===== src/rtl/adc_pkg.sv =====
// Shared constants for the ADC capture controller: default widths, FSM state
// encodings and trigger source codes.
package adc_pkg;

  localparam int ADC_DATA_W = 10;
  localparam int ADC_ADDR_W = 10;
  localparam int ADC_DEPTH  = 1024;

  localparam logic [2:0] ST_IDLE      = 3'd0;
  localparam logic [2:0] ST_PRE       = 3'd1;
  localparam logic [2:0] ST_WAIT_TRIG = 3'd2;
  localparam logic [2:0] ST_POST      = 3'd3;
  localparam logic [2:0] ST_LOCKED    = 3'd4;

  typedef enum logic [1:0] {
    TRIG_IMM = 2'd0,
    TRIG_CH0 = 2'd1,
    TRIG_CH1 = 2'd2,
    TRIG_CH2 = 2'd3
  } trig_src_e;

endpackage


===== src/rtl/adc_capture_ctrl_if.sv =====
// Sample-buffer write port driven by the capture controller; the controller
// owns the master side, the buffer RAM (or a bench) the slave side.
interface adc_capture_ctrl_if
  import adc_pkg::*;
#(
  parameter int DATA_W = ADC_DATA_W,
  parameter int ADDR_W = ADC_ADDR_W
);

  logic                  wr_en;
  logic [ADDR_W-1:0]     wr_addr;
  logic [3*DATA_W-1:0]   wr_data;

  modport master (output wr_en, output wr_addr, output wr_data);
  modport slave  (input  wr_en, input  wr_addr, input  wr_data);

endinterface


===== src/rtl/adc_edge_trigger.sv =====
// Rising-edge trigger detector: remembers the previous written sample of the
// selected channel and flags a crossing of the threshold on the current one.
module adc_edge_trigger
  import adc_pkg::*;
#(
  parameter int DATA_W = ADC_DATA_W
) (
  input  logic              clk,
  input  logic              rst_n,
  input  logic              clear_i,
  input  logic              capture_i,
  input  logic [DATA_W-1:0] ad0_i,
  input  logic [DATA_W-1:0] ad1_i,
  input  logic [DATA_W-1:0] ad2_i,
  input  trig_src_e         src_i,
  input  logic [DATA_W-1:0] level_i,
  output logic              fire_o
);

  logic [DATA_W-1:0] curSample;
  logic [DATA_W-1:0] prevSample_q, prevSample_d;
  logic              prevValid_q, prevValid_d;

  always_comb begin
    case (src_i)
      TRIG_CH1: curSample = ad1_i;
      TRIG_CH2: curSample = ad2_i;
      default:  curSample = ad0_i;
    endcase
  end

  // Immediate mode fires on any sample; the caller qualifies with its state.
  assign fire_o = (src_i == TRIG_IMM) ||
                  (prevValid_q && (prevSample_q < level_i) && (curSample >= level_i));

  always_comb begin
    prevSample_d = prevSample_q;
    prevValid_d  = prevValid_q;
    if (clear_i) begin
      prevValid_d = 1'b0;
    end else if (capture_i) begin
      prevSample_d = curSample;
      prevValid_d  = 1'b1;
    end
  end

  always_ff @(posedge clk or negedge rst_n) begin
    if (!rst_n) begin
      prevSample_q <= '0;
      prevValid_q  <= 1'b0;
    end else begin
      prevSample_q <= prevSample_d;
      prevValid_q  <= prevValid_d;
    end
  end

endmodule


===== src/rtl/adc_capture_ctrl.sv =====
// Capture sequencer: pre-trigger fill, ring overwrite while waiting for the
// trigger, post-trigger fill, then hold the frame until readout completes.
module adc_capture_ctrl
  import adc_pkg::*;
#(
  parameter int DATA_W = ADC_DATA_W,
  parameter int ADDR_W = ADC_ADDR_W,
  parameter int DEPTH  = ADC_DEPTH
) (
  input  logic              clk,
  input  logic              rst_n,
  input  logic              sample_en,
  input  logic [DATA_W-1:0] ad0_data,
  input  logic [DATA_W-1:0] ad1_data,
  input  logic [DATA_W-1:0] ad2_data,
  input  logic [2:0]        ad_otr,
  input  logic              arm,
  input  logic              abort,
  input  logic              rd_done,
  input  logic [1:0]        trig_src,
  input  logic [DATA_W-1:0] trig_level,
  input  logic [ADDR_W-1:0] pre_len,
  adc_capture_ctrl_if.master wr,
  output logic [ADDR_W-1:0] start_addr,
  output logic              frame_ready,
  output logic              ovr_flag,
  output logic [2:0]        state_o
);

  localparam logic [ADDR_W:0] DepthC = (ADDR_W+1)'(DEPTH);
  localparam logic [ADDR_W:0] OneC   = (ADDR_W+1)'(1);

  logic [2:0]          state_q, state_d;
  logic [ADDR_W-1:0]   ptr_q, ptr_d;
  logic [ADDR_W:0]     cnt_q, cnt_d;
  logic                lastWrite_q, lastWrite_d;
  trig_src_e           trigSrc_q, trigSrc_d;
  logic [DATA_W-1:0]   trigLevel_q, trigLevel_d;
  logic [ADDR_W-1:0]   preLen_q, preLen_d;
  logic [ADDR_W-1:0]   startAddr_q, startAddr_d;
  logic                ovr_q, ovr_d;
  logic                wrEn_q, wrEn_d;
  logic [ADDR_W-1:0]   wrAddr_q, wrAddr_d;
  logic [3*DATA_W-1:0] wrData_q, wrData_d;

  logic            capturing;
  logic            capture;
  logic            armAccept;
  logic            fire;
  logic [ADDR_W:0] postLen;

  assign capturing = (state_q == ST_PRE) || (state_q == ST_WAIT_TRIG) || (state_q == ST_POST);
  // Once the final post-trigger sample is taken, nothing else is written.
  assign capture   = sample_en && !abort && !lastWrite_q && capturing;
  assign armAccept = arm && !abort && (state_q == ST_IDLE);
  assign postLen   = DepthC - {1'b0, preLen_q};

  adc_edge_trigger #(.DATA_W(DATA_W)) u_trig (
    .clk       (clk),
    .rst_n     (rst_n),
    .clear_i   (armAccept),
    .capture_i (capture),
    .ad0_i     (ad0_data),
    .ad1_i     (ad1_data),
    .ad2_i     (ad2_data),
    .src_i     (trigSrc_q),
    .level_i   (trigLevel_q),
    .fire_o    (fire)
  );

  always_comb begin
    state_d     = state_q;
    ptr_d       = ptr_q;
    cnt_d       = cnt_q;
    lastWrite_d = lastWrite_q;
    trigSrc_d   = trigSrc_q;
    trigLevel_d = trigLevel_q;
    preLen_d    = preLen_q;
    startAddr_d = startAddr_q;
    ovr_d       = ovr_q;
    wrEn_d      = capture;
    wrAddr_d    = wrAddr_q;
    wrData_d    = wrData_q;

    if (capture) begin
      wrAddr_d = ptr_q;
      wrData_d = {ad2_data, ad1_data, ad0_data};
      ptr_d    = ptr_q + 1'b1;
      ovr_d    = ovr_q | (|ad_otr);
    end

    if (abort) begin
      state_d     = ST_IDLE;
      cnt_d       = '0;
      lastWrite_d = 1'b0;
    end else begin
      case (state_q)
        ST_IDLE: begin
          if (arm) begin
            trigSrc_d   = trig_src_e'(trig_src);
            trigLevel_d = trig_level;
            preLen_d    = pre_len;
            ovr_d       = 1'b0;
            cnt_d       = '0;
            state_d     = (pre_len == '0) ? ST_WAIT_TRIG : ST_PRE;
          end
        end
        ST_PRE: begin
          if (capture) begin
            if ((cnt_q + 1'b1) == {1'b0, preLen_q}) begin
              state_d = ST_WAIT_TRIG;
              cnt_d   = '0;
            end else begin
              cnt_d = cnt_q + 1'b1;
            end
          end
        end
        ST_WAIT_TRIG: begin
          // The trigger sample itself is the first post-trigger sample.
          if (capture && fire) begin
            startAddr_d = ptr_q - preLen_q;
            cnt_d       = OneC;
            state_d     = ST_POST;
            lastWrite_d = (postLen == OneC);
          end
        end
        ST_POST: begin
          if (lastWrite_q) begin
            state_d     = ST_LOCKED;
            lastWrite_d = 1'b0;
            cnt_d       = '0;
          end else if (capture) begin
            cnt_d = cnt_q + 1'b1;
            if ((cnt_q + 1'b1) == postLen) begin
              lastWrite_d = 1'b1;
            end
          end
        end
        ST_LOCKED: begin
          if (rd_done) begin
            state_d = ST_IDLE;
          end
        end
        default: begin
          state_d = ST_IDLE;
        end
      endcase
    end
  end

  always_ff @(posedge clk or negedge rst_n) begin
    if (!rst_n) begin
      state_q     <= ST_IDLE;
      ptr_q       <= '0;
      cnt_q       <= '0;
      lastWrite_q <= 1'b0;
      trigSrc_q   <= TRIG_IMM;
      trigLevel_q <= '0;
      preLen_q    <= '0;
      startAddr_q <= '0;
      ovr_q       <= 1'b0;
      wrEn_q      <= 1'b0;
      wrAddr_q    <= '0;
      wrData_q    <= '0;
    end else begin
      state_q     <= state_d;
      ptr_q       <= ptr_d;
      cnt_q       <= cnt_d;
      lastWrite_q <= lastWrite_d;
      trigSrc_q   <= trigSrc_d;
      trigLevel_q <= trigLevel_d;
      preLen_q    <= preLen_d;
      startAddr_q <= startAddr_d;
      ovr_q       <= ovr_d;
      wrEn_q      <= wrEn_d;
      wrAddr_q    <= wrAddr_d;
      wrData_q    <= wrData_d;
    end
  end

  assign wr.wr_en    = wrEn_q;
  assign wr.wr_addr  = wrAddr_q;
  assign wr.wr_data  = wrData_q;
  assign start_addr  = startAddr_q;
  assign frame_ready = (state_q == ST_LOCKED);
  assign ovr_flag    = ovr_q;
  assign state_o     = state_q;

endmodule

===== src/flat_wrapper.sv =====
// flat-port wrapper written by rule: the top's interface ports become plain ports
module adc_capture_ctrl_flat import adc_pkg::*;
#(
  parameter int DATA_W = ADC_DATA_W,
  parameter int ADDR_W = ADC_ADDR_W,
  parameter int DEPTH  = ADC_DEPTH
)
  (clk, rst_n, sample_en, ad0_data, ad1_data, ad2_data, ad_otr, arm, abort, rd_done, trig_src, trig_level, pre_len, start_addr, frame_ready, ovr_flag, state_o, wr_wr_en, wr_wr_addr, wr_wr_data);
  adc_capture_ctrl_if #(.DATA_W(DATA_W), .ADDR_W(ADDR_W)) wr_i ();
  input  logic clk;
  input  logic rst_n;
  input  logic sample_en;
  input  logic [DATA_W-1:0] ad0_data;
  input  logic [DATA_W-1:0] ad1_data;
  input  logic [DATA_W-1:0] ad2_data;
  input  logic [2:0] ad_otr;
  input  logic arm;
  input  logic abort;
  input  logic rd_done;
  input  logic [1:0] trig_src;
  input  logic [DATA_W-1:0] trig_level;
  input  logic [ADDR_W-1:0] pre_len;
  output logic [ADDR_W-1:0] start_addr;
  output logic frame_ready;
  output logic ovr_flag;
  output logic [2:0] state_o;
  output wire logic [$bits(wr_i.wr_en)-1:0] wr_wr_en;
  output wire logic [$bits(wr_i.wr_addr)-1:0] wr_wr_addr;
  output wire logic [$bits(wr_i.wr_data)-1:0] wr_wr_data;
  assign wr_wr_en = wr_i.wr_en;
  assign wr_wr_addr = wr_i.wr_addr;
  assign wr_wr_data = wr_i.wr_data;
  adc_capture_ctrl #(.DATA_W(DATA_W), .ADDR_W(ADDR_W), .DEPTH(DEPTH)) u_core (.clk(clk), .rst_n(rst_n), .sample_en(sample_en), .ad0_data(ad0_data), .ad1_data(ad1_data), .ad2_data(ad2_data), .ad_otr(ad_otr), .arm(arm), .abort(abort), .rd_done(rd_done), .trig_src(trig_src), .trig_level(trig_level), .pre_len(pre_len), .wr(wr_i), .start_addr(start_addr), .frame_ready(frame_ready), .ovr_flag(ovr_flag), .state_o(state_o));
endmodule

===== config.mk =====
export PLATFORM = sky130hd
export DESIGN_NAME = adc_capture_ctrl_flat
export DESIGN_NICKNAME = d
export VERILOG_FILES = /design/src/rtl/adc_pkg.sv /design/src/rtl/adc_capture_ctrl_if.sv /design/src/rtl/adc_edge_trigger.sv /design/src/rtl/adc_capture_ctrl.sv /design/src/flat_wrapper.sv
export SDC_FILE = /design/constraint.sdc
export NUM_CORES = 1
export LEC_CHECK = 0
export CORE_AREA = 2 2 114 116
export CTS_CLUSTER_DIAMETER = 50
export DETAILED_ROUTE_END_ITERATION = 6
export DIE_AREA = 0 0 116 118
export PLACE_DENSITY = 0.82
export SLEW_MARGIN = 20
export SYNTH_ARGS = -nofsm -noshare
export SYNTH_HDL_FRONTEND = slang
export SYNTH_SLANG_ARGS = --single-unit

===== constraint.sdc =====
create_clock -name clk -period 5.1 [get_ports clk]
set_input_delay 1.02 -clock clk [delete_from_list [all_inputs] [get_ports clk]]
set_output_delay 1.02 -clock clk [all_outputs]
set_load 0.03 [all_outputs]

=== Word-level counts from Yosys, hierarchy flattened ===
Index checks and enable logic that the tools add are counted.

* Flip-flop bits (word level): 110
* Output and inout port bits: 56

* $add $sub $neg: 4
* Magnitude comparators: 2
* Equal/unequal tests: 16
* Muxes and demuxes: 30
* Bitwise gates (word level): 3
* Reduce and logical (&&, ||, !) cells: 26

{| class="wikitable"
|+ Operators by type and width
! operator !! number
|-
| 2-to-1 mux 11 bit || 7
|-
| case mux 11 bit (4 select lines) || 1
|-
| 2-to-1 mux 3 bit || 7
|-
| case mux 10 bit (2 select lines) || 1
|-
| case mux 3 bit (5 select lines) || 1
|-
| != test 3 bit, second input constant || 4
|-
| adder 11 x 1 -> 11 bit, second input constant || 1
|-
| == test 11 x 1 -> 1 bit, second input constant || 1
|-
| == test 11 x 10 -> 1 bit || 1
|-
| == test 11 bit || 1
|-
| 2-to-1 mux 1 bit || 11
|-
| subtractor 11 x 10 -> 11 bit, first input constant || 1
|-
| adder 10 x 1 -> 10 bit, second input constant || 1
|-
| greater-or-equal comparator 10 bit || 1
|-
| zero test 10 bit || 1
|-
| < comparator 10 bit || 1
|-
| subtractor 10 bit || 1
|-
| logical AND 1 bit || 8
|-
| == test 3 x 2 -> 1 bit, second input constant || 2
|-
| != test 3 x 2 -> 1 bit, second input constant || 2
|-
| AND reduction 3 bit || 2
|-
| AND reduction 6 bit || 1
|-
| AND reduction 5 bit || 1
|-
| nonzero test 5 bit || 1
|-
| other kinds (16) || 22
|}

=== Logic depth before layout (Yosys ltp) ===
Gate-level depths: netlist of the first run.

* Depth in word-level cells: 9
* Gate-level depth with buffers: 13
* Mapped depth without buffers: 12

=== Modules after synthesis ===
A second synthesis of the first run with hierarchy kept.

* Cell total of the unflattened synthesis: 673
* Area, all modules: 6314.8 µm²

{| class="wikitable"
|+ By module, submodules not included
! module !! times used !! cells an instance !! area each (µm²) !! seq. area each (µm²)
|-
| adc_capture_ctrl || 1 || 557 || 5215.0 || 2477.4
|-
| adc_edge_trigger || 1 || 116 || 1099.8 || 275.3
|}

=== Worst setup path after synthesis of the first run ===
OpenSTA, ideal clock, no wires.

* Kind: input port to flip-flop
* From: input ad2_data[5]
* To: register u_core.state_q[1], in the netlist u_core.state_o[1]
* Library setup time: 0.125 ns
* Data arrival time: 2.851 ns
* Data required time: 4.975 ns
* Path slack: 2.124 ns
* Stages on the path: 10
* Cell sequence: mux2i_1 > a21oi_1 > ha_1 > a211o_1 > a21oi_1 > o21ai_0 > o211a_1 > clkbuf_1 > o22ai_1 > mux2_4

* Cells in the longest elaborated chain, start to end: 7

{| class="wikitable"
|+ RTL lines
! what !! line !! source
|-
| start: declaration || flat_wrapper.sv:15 || <nowiki>input logic [DATA_W-1:0] ad2_data;</nowiki>
|-
| case mux 10 bit (2 select lines) || adc_edge_trigger.sv:25 || <nowiki>case (src_i)</nowiki>
|-
| net u_core.u_trig.curSample[5] || adc_edge_trigger.sv:20 || <nowiki>logic [DATA_W-1:0] curSample;</nowiki>
|-
| greater-or-equal comparator 10 bit || adc_edge_trigger.sv:34 || <nowiki>(prevValid_q && (prevSample_q < level_i) && (curSample >= level_i));</nowiki>
|-
| logical AND 1 bit || adc_edge_trigger.sv:34 ||
|-
| logical OR 1 bit || adc_edge_trigger.sv:33 || <nowiki>assign fire_o = (src_i == TRIG_IMM) ||</nowiki>
|-
| logical AND 1 bit || adc_capture_ctrl.sv:120 || <nowiki>if (capture && fire) begin</nowiki>
|-
| != test 3 bit (no line) || - ||
|-
| AND reduction 6 bit (no line) || - ||
|-
| end signal: assignment || adc_capture_ctrl.sv:166 || <nowiki>state_q <= state_d;</nowiki>
|-
| end: declaration || adc_capture_ctrl.sv:33 || <nowiki>logic [2:0] state_q, state_d;</nowiki>
|}

The timed path passes the listed nets, and every way through them passes these cells.
A chain may end at the register's enable or synchronous reset.

=== Final worst setup path of the first run ===
* From: input ad1_data[0]
* To: register u_core.lastWrite_q

* Cells in the longest elaborated chain, start to end: 7

{| class="wikitable"
|+ RTL lines
! what !! line !! source
|-
| start: declaration || flat_wrapper.sv:14 || <nowiki>input logic [DATA_W-1:0] ad1_data;</nowiki>
|-
| case mux 10 bit (2 select lines) || adc_edge_trigger.sv:25 ||
|-
| greater-or-equal comparator 10 bit || adc_edge_trigger.sv:34 ||
|-
| logical AND 1 bit || adc_edge_trigger.sv:34 ||
|-
| logical OR 1 bit || adc_edge_trigger.sv:33 ||
|-
| logical AND 1 bit || adc_capture_ctrl.sv:120 ||
|-
| != test 3 bit (no line) || - ||
|-
| AND reduction 2 bit (no line) || - ||
|-
| end signal: assignment || adc_capture_ctrl.sv:169 || <nowiki>lastWrite_q <= lastWrite_d;</nowiki>
|-
| end: declaration || adc_capture_ctrl.sv:36 || <nowiki>logic lastWrite_q, lastWrite_d;</nowiki>
|}

Every way passes these cells.

==> metrics.yaml, run 1 <==
run_status: "completed"
critical_path_required_ns: 5.34
num_antenna_cells: 0
timing.clock.skew_ns: 0.0101
ant_nets: 0
leakagePower_uw: 0.00358
synth_top_area_cell: "sky130_fd_sc_hd__dfrtp_1"
drtPass1Iterations: 5
die_height_um: 118
yosys_most_used_dff: "sky130_fd_sc_hd__dfrtp_1"
clock_sinks: 110
main_combinational_cell_family_by_area_after_synthesis: "simple AND/OR/NAND/NOR gates"
fp.dieArea_mm2: 0.0137
layout_worst_path_cycle_share: 0.765
min_path_type: "register to register"
synthArstFlopShare: 1.00
syn2layout_area_growth_pct: 25.5
critical-path-top-delay-family: "compound AO/OA/AOI/OAI gates"
cap_violations: 0
critical_path.endpoint_type: "register"
initial_core_util: 0.494
worst_r2r_endpoint: "u_core.lastWrite_q$_DFFE_PN0P_"
cts_root_buffer: "sky130_fd_sc_hd__clkbuf_16"
yosys.area_share.adder: 0.0685
area_share_of_xor_xnor_cells_in_the_synthesized_design: 0.0754
antenna_found_initial: 0
placementRows: 41
cts.htree.levels: 3
synth.net_count: 769
rr_startpoint: "u_core.trigSrc_q[0]$_DFFE_PN0P_"
timing.critical_path.from_type: "input port"
r2r_slack_ns: 1.44
crit_path_frequent_cell: "sky130_fd_sc_hd__o21ai_0"
yosysUniqueCellTypes: 55
report.final.setup_viol: 0
clkTransAtPathRegs_ns: 0.08
finalCriticalPeriod_ns: 3.90
timing.setup.tns_ns: 0
timing.critical_path.arrival_ns: 4.14
grt_start_max_net_pins: 74
synth_seq_cells: 110
yosysWarningCount: 0
timing.critical_path.cells: "clkdlybuf4s50_1 > mux2i_1 > nand2_1 > o21ai_0 > ha_1 > nor2b_1 > o21ai_0 > a21oi_1 > o21ai_0 > o211a_1 > nand3_1 > a21o_1 > o311a_1"
cts_tree: "yes"
grt_pass1_wl_um: 26000
synth_seq_area_share: 0.449
detail_route.vias_per_cell: 5.45
ctsHoldBuffers: 0
hold-path-endpoint: "u_core.wr.wr_data[5]$_DFFE_PN0P_"
synth_simple_gate_area_share: 0.208
total_power_uw: 4470
postCtsSetupBuffers: 0
synth.most_common_cell: "sky130_fd_sc_hd__nand2_1"
worst_slew_pin_slew_ns: 0.920
synth-edff-count: 0
muxShareOfSynthArea: 0.0642
drc: 0
report.final.hold_viol_count: 0
fin_nets: 869
grt_setup_unrepaired: "false"
stdcell_area_mm2: 0.00770
chipWidth_um: 116
clock_latency_ns: 0.36
yosysTopAreaCellShare: 0.449
synth-compound-area-share: 0.0962
rr_worst_depth: 11
timing.setup.critical_path_class: "input port to register"
hpwlAfterDp_um: 11700
post_cts.resized_instances: 0
max-clock-path-buffers: 2
headroom_to_the_max_slew_limit: 0.387
timing.critical_path.buf_inv: 1
vias: 5192
post_placement_cell_area_mm2: 0.00740
postSynthAreaPerCell_um2: 9.09
grt.total_usage: 0.240
routabilityCongestion: 0.895
synth_top_cells_by_count: "sky130_fd_sc_hd__nand2_1, sky130_fd_sc_hd__dfrtp_1, sky130_fd_sc_hd__xnor2_1"
syn_inst: 675
cts_inserted_buffers: 9
hold-path-cell-count: 2
maxClockFrequency_ghz: 0.256
critPathMaxFanout: 21
finalWirelength_um: 15900
holdCritStartpoint: "u_core.wr.wr_data[5]$_DFFE_PN0P_"
floorplan.core_area_mm2: 0.0124
avgRoutedWirePerCell_um: 16.7
layout-drive-gt1-share: 0.0744
max_stage_delay_ns: 0.57
io-pin-count: 117
ir_drop_mv: 0.319
drt_first_iter_violations: 363
synth_area_leaders: "sky130_fd_sc_hd__dfrtp_1, sky130_fd_sc_hd__nand2_1, sky130_fd_sc_hd__ha_1, sky130_fd_sc_hd__xnor2_1, sky130_fd_sc_hd__mux2_2"
grt_overflow_total: 0
power_per_standard_cell_area_mw_per_mm2: 580
finalMaxSlewViolations: 0
vias_in_the_first_global_route: 5243
crit_path_top_delay_cell: "sky130_fd_sc_hd__nand3_1"
synthesis.area_mm2: 0.00614
port_buffers: 116
==> cells in the final DEF (no fill, tap or decap), types with 3 or more instances in the layout <==
master and n:
sky130_fd_sc_hd__and3_1 5, sky130_fd_sc_hd__clkdlybuf4s50_1 115, sky130_fd_sc_hd__nand2b_1 5, sky130_fd_sc_hd__clkbuf_16 9
sky130_fd_sc_hd__o22ai_1 11, sky130_fd_sc_hd__a21oi_1 23, sky130_fd_sc_hd__nand4_1 11, sky130_fd_sc_hd__ha_1 32
sky130_fd_sc_hd__o21ai_1 10, sky130_fd_sc_hd__nand2_1 184, sky130_fd_sc_hd__or2_2 3, sky130_fd_sc_hd__a31oi_1 4
sky130_fd_sc_hd__nor4_1 7, sky130_fd_sc_hd__nand3_1 12, sky130_fd_sc_hd__inv_1 26, sky130_fd_sc_hd__a21o_1 3
sky130_fd_sc_hd__nor3_1 10, sky130_fd_sc_hd__o21ai_0 21, sky130_fd_sc_hd__mux2_2 23, sky130_fd_sc_hd__a22o_1 7
sky130_fd_sc_hd__xor2_1 15, sky130_fd_sc_hd__nor2_1 34, sky130_fd_sc_hd__buf_4 5, sky130_fd_sc_hd__xnor2_1 36
sky130_fd_sc_hd__dfrtp_1 110, sky130_fd_sc_hd__nor2b_1 6, sky130_fd_sc_hd__mux2i_1 12
==> area by class of cell <==
type                    count  area (um^2)
well taps                 172          215
fillers                  1044         4710
inverters                  27          101
clock buffers               9          225
repair buffers            120         1190
clock inverters             7         72.6
flip-flops and latches    110         2750
multi-input cells         507         3150
==> sequential cells by signal, summed over array words and instances, names as in the netlist <==
register                    flops
u_core.trigLevel_q             10
u_core.cnt_q                   11
u_core.ptr_q                   10
u_core.wr.wr_data              30
u_core.u_trig.prevSample_q     10
u_core.lastWrite_q              1
u_core.wr.wr_en                 1
u_core.wr.wr_addr              10
u_core.start_addr              10
u_core.u_trig.prevValid_q       1
u_core.ovr_flag                 1
u_core.preLen_q                10
u_core.trigSrc_q                2
u_core.state_o                  3
==> worst min-delay path: stages (launching register included) <==
cell and delay [ns]:
sky130_fd_sc_hd__dfrtp_1 0.34, sky130_fd_sc_hd__nand2_1 0.05, sky130_fd_sc_hd__nand2_1 0.06
==> report_power, final <==
part	internal, uW	switching (uW)	total, uW
combinational	977	1260	2230
clock	383	331	714
sequential	1180	342	1520
==> how the worst max path moves through the flow <==
stage / from / cells after the start / endpoint
global route: ad1_data[0] / 13 / u_core.lastWrite_q$_DFFE_PN0P_
detailed placement: ad1_data[0] / 13 / u_core.lastWrite_q$_DFFE_PN0P_
CTS: ad1_data[0] / 13 / u_core.lastWrite_q$_DFFE_PN0P_
finish: ad1_data[0] / 13 / u_core.lastWrite_q$_DFFE_PN0P_
floorplan: ad2_data[5] / 10 / u_core.state_o[1]$_DFFE_PN0P_
global placement: ad2_data[0] / 13 / u_core.lastWrite_q$_DFFE_PN0P_
==> routing by layer <==
| layer | track usage | vias up | wire [um] |
|---|---|---|---|
| met3 | 0.0433 | 30 | 870 |
| met2 | 0.390 | 186 | 7580 |
| li1 | - | 2478 | - |
| met5 | 0 | - | 0 |
| met4 | 0.0856 | 0 | 389 |
| met1 | 0.321 | 2498 | 7040 |
==> per-stage QoR <==
stage	setup WS, ns	instances	util	hold slack [ns]
3_3_place_gp	0.945	936	0.596	0.457
6_report	1.20	952	0.620	0.475
5_1_grt	0.939	952	0.620	0.499
3_5_place_dp	0.907	936	0.596	0.461
2_1_floorplan	2.12	675	-	0.441
4_1_cts	1.24	952	0.620	0.478
==> cells by family (layout without fill, tap and decap cells) <==
group,count (synthesis),after routing
AND/OR/NAND/NOR,290,290
flip-flops,110,110
AO/OA/AOI/OAI,96,96
buffers and inverters,58,163
XOR/XNOR,52,52
multiplexers,36,36
adder cells (fa/ha/maj),33,33
No activity file was read; power rests on OpenSTA's default activity.
==> run 2: changes to the inputs <==
clock period = 3.73 ns   (was 5.1 ns; I/O delays follow)
==> run 2 against run 1 <==
Cell area increased by 0.57%. Flip-flop and latch count unchanged. Die area unchanged. Combinational power increased by 37%. Sequential power increased by 36%. Core utilization increased by 0.35 points. Register-to-register slack got worse by 0.80 ns. Clock power increased by 34%. Largest cell class unchanged. Largest power group unchanged. Highest routed layer unchanged.
==> metrics.yaml, run 2 (synthesis results as in run 1) <==
finalMaxSlewViolations: 0  # unchanged
maxClockFrequency_ghz: 0.323
report.final.hold_viol_count: 0  # unchanged
largest_reg_flops: 30  # unchanged
cts_inserted_buffers: 9  # unchanged
post_placement_cell_area_mm2: 0.00746  # was 0.00740 mm^2
io-pin-count: 117  # unchanged
crit_path_frequent_cell: "sky130_fd_sc_hd__a21oi_1"  # was sky130_fd_sc_hd__o21ai_0
cts.htree.levels: 3  # unchanged
vias: 5183  # was 5,192
crit_path_top_delay_cell: "sky130_fd_sc_hd__clkdlybuf4s50_1"  # was sky130_fd_sc_hd__nand3_1
report.final.setup_viol: 0  # unchanged
grt_overflow_total: 0  # unchanged
stdcell_area_mm2: 0.00775  # was 0.00770 mm^2
hpwlAfterDp_um: 11600  # was 11,700 um
power_report.internal_total_uw: 3490  # was 2540 uW
clockPowerShare: 0.158  # was 0.160
antenna_found_initial: 0  # unchanged
leakagePower_uw: 0.00361  # was 0.00358 uW
clock_latency_ns: 0.36  # about the same
grt.total_usage: 0.233  # was 0.240
grt_start_max_net_pins: 57  # was 74
cts_root_buffer: "sky130_fd_sc_hd__clkbuf_16"  # unchanged
fin_nets: 876  # was 869
chipWidth_um: 116  # unchanged
most-common-layout-cells: "sky130_fd_sc_hd__nand2_1, sky130_fd_sc_hd__clkdlybuf4s50_1, sky130_fd_sc_hd__dfrtp_1"  # unchanged
rr_worst_depth: 10  # was 11
clkTransAtPathRegs_ns: 0.07  # was 0.08 ns
fp.dieArea_mm2: 0.0137  # unchanged
timing.critical_path.from_type: "input port"  # unchanged
num-fill-cells: 1084  # was 1,044
drc: 0  # unchanged
routabilityCongestion: 0.910  # was 0.895
headroom_to_the_max_slew_limit: 0.526  # was 0.387
max_stage_delay_ns: 0.48  # was 0.57 ns
layout_worst_path_cycle_share: 0.829
avgRoutedWirePerCell_um: 16.1  # was 16.7 um
drtPass1Iterations: 5  # unchanged
postCtsSetupBuffers: 0  # unchanged
ir_drop_mv: 0.378  # was 0.319 mV
clock_sinks: 110  # unchanged
max-clock-path-buffers: 2  # unchanged
fin_hold_ws_ns: 0.439  # was 0.475 ns
layout-drive-gt1-share: 0.0789  # was 0.0744
swShare: 0.426  # was 0.432
num_antenna_cells: 0  # unchanged
syn2layout_area_growth_pct: 26.2  # was 25.5%
critical-path-top-delay-family: "compound AO/OA/AOI/OAI gates"  # unchanged
floorplan.core_area_mm2: 0.0124  # unchanged
cts_tree: "yes"  # unchanged
post_cts.resized_instances: 0  # unchanged
netSwitchingPower_uw: 2590  # was 1930 uW
critPathMaxFanout: 5  # was 21
timing.critical_path.buf_inv: 1  # unchanged
detail_route.vias_per_cell: 5.41  # was 5.45
finalWirelength_um: 15500  # was 15,900 um
total_power_uw: 6080  # was 4470 uW
run_status: "completed"  # unchanged
critical_path_required_ns: 3.98  # was 5.34 ns
placementRows: 41  # unchanged
min_path_type: "input port to asynchronous set/reset pin"  # was register to register
initial_core_util: 0.494  # unchanged
critical_path.endpoint_type: "register"  # unchanged
cap_violations: 0  # unchanged
ant_nets: 0  # unchanged
pwr-share-seq: 0.339  # was 0.340
die_height_um: 118  # unchanged
grt_setup_unrepaired: "false"  # unchanged
port_buffers: 116  # unchanged
ctsHoldBuffers: 0  # unchanged
power_per_standard_cell_area_mw_per_mm2: 786  # was 580 mW/mm^2
combinationalPowerShare: 0.503  # was 0.500
timing.critical_path.cells: "clkdlybuf4s50_1 > mux2i_1 > a21oi_1 > ha_1 > a21oi_1 > o21ai_0 > a21oi_1 > o21ai_0 > o211a_1 > o22ai_1 > mux2_4"  # was clkdlybuf4s50_1 > mux2i_1 > nand2_1 > o21ai_0 > ha_1 > nor2b_1 > o21ai_0 > a21oi_1 > o21ai_0 > o211a_1 > nand3_1 > a21o_1 > o311a_1
vias_in_the_first_global_route: 5160  # was 5,243
cp_num_cells: 11  # was 13
finalCriticalPeriod_ns: 3.09
drt_first_iter_violations: 342  # was 363
final_common_cell: "sky130_fd_sc_hd__nand2_1"  # unchanged
timing.setup.tns_ns: 0  # unchanged
timing.clock.skew_ns: 0.00857  # was 0.0101 ns
timing.setup.critical_path_class: "input port to register"  # unchanged
grt_pass1_wl_um: 25200  # was 26,000 um
worst_slew_pin_slew_ns: 0.710  # was 0.920 ns
timing.critical_path.arrival_ns: 3.34  # was 4.14 ns
## run 2: path summary, 6_finish.rpt
kind | startpoint | endpoint | slack [ns]
setup / recovery | ad1_data[9] | u_core.state_o[1]$_DFFE_PN0P_ | 0.64
min in group clk | u_core.wr.wr_data[4]$_DFFE_PN0P_ | u_core.wr.wr_data[4]$_DFFE_PN0P_ | 0.48
setup reg to reg | u_core.trigSrc_q[0]$_DFFE_PN0P_ | u_core.state_o[1]$_DFFE_PN0P_ | 0.64
hold reg to reg | u_core.wr.wr_data[4]$_DFFE_PN0P_ | u_core.wr.wr_data[4]$_DFFE_PN0P_ | 0.48
hold / removal | rst_n | u_core.cnt_q[9]$_DFFE_PN0P_ | 0.44
max in group asynchronous | rst_n | u_core.ptr_q[7]$_DFFE_PN0P_ | 2.45
## run 2: through the flow
step                setup slack [ns]  utilization  std cells
detailed placement             0.387        0.601        943
CTS                            0.677        0.624        958
finish                         0.636        0.624        958
floorplan                      0.869            -        675
global placement               0.403        0.601        943
global route                   0.403        0.624        958
## run 2: worst reg2reg max path, stage by stage, from the launching register on
cell and delay, ns:
sky130_fd_sc_hd__dfrtp_1 0.77, sky130_fd_sc_hd__mux2i_1 0.19, sky130_fd_sc_hd__a21oi_1 0.32, sky130_fd_sc_hd__ha_1 0.33, sky130_fd_sc_hd__a21oi_1 0.16, sky130_fd_sc_hd__o21ai_0 0.13, sky130_fd_sc_hd__a21oi_1 0.19, sky130_fd_sc_hd__o21ai_0 0.12
sky130_fd_sc_hd__o211a_1 0.21, sky130_fd_sc_hd__o22ai_1 0.26, sky130_fd_sc_hd__mux2_4 0.32
## run 2: final cells by class
class                           count  area [um^2]  area share
Multi-Input combinational cell    507         3150       0.406
Sequential cell                   110         2750       0.355
Timing Repair Buffer              127         1240       0.160
Clock buffer                       11          233      0.0300
Tap cell                          172          215      0.0278
Inverter                           27          101      0.0131
Clock inverter                      4         56.3     0.00727
## run 2: power by group through the flow
stage          sequential, uW  combinational (uW)  clock (uW)
6_report                 2070                3060         959
5_1_grt                  2130                3370        1020
4_1_cts                  2060                3060         980
3_5_place_dp             2080                3030           0
3_3_place_gp             2050                2940           0
2_1_floorplan            2320                1740           0
## run 2: layer usage
metal,vias up,track usage,routed length [um]
li1,2490,-,-
met4,0,0.107,420
met5,-,0,0
met2,170,0.361,7200
met1,2496,0.323,6980
met3,27,0.0335,852
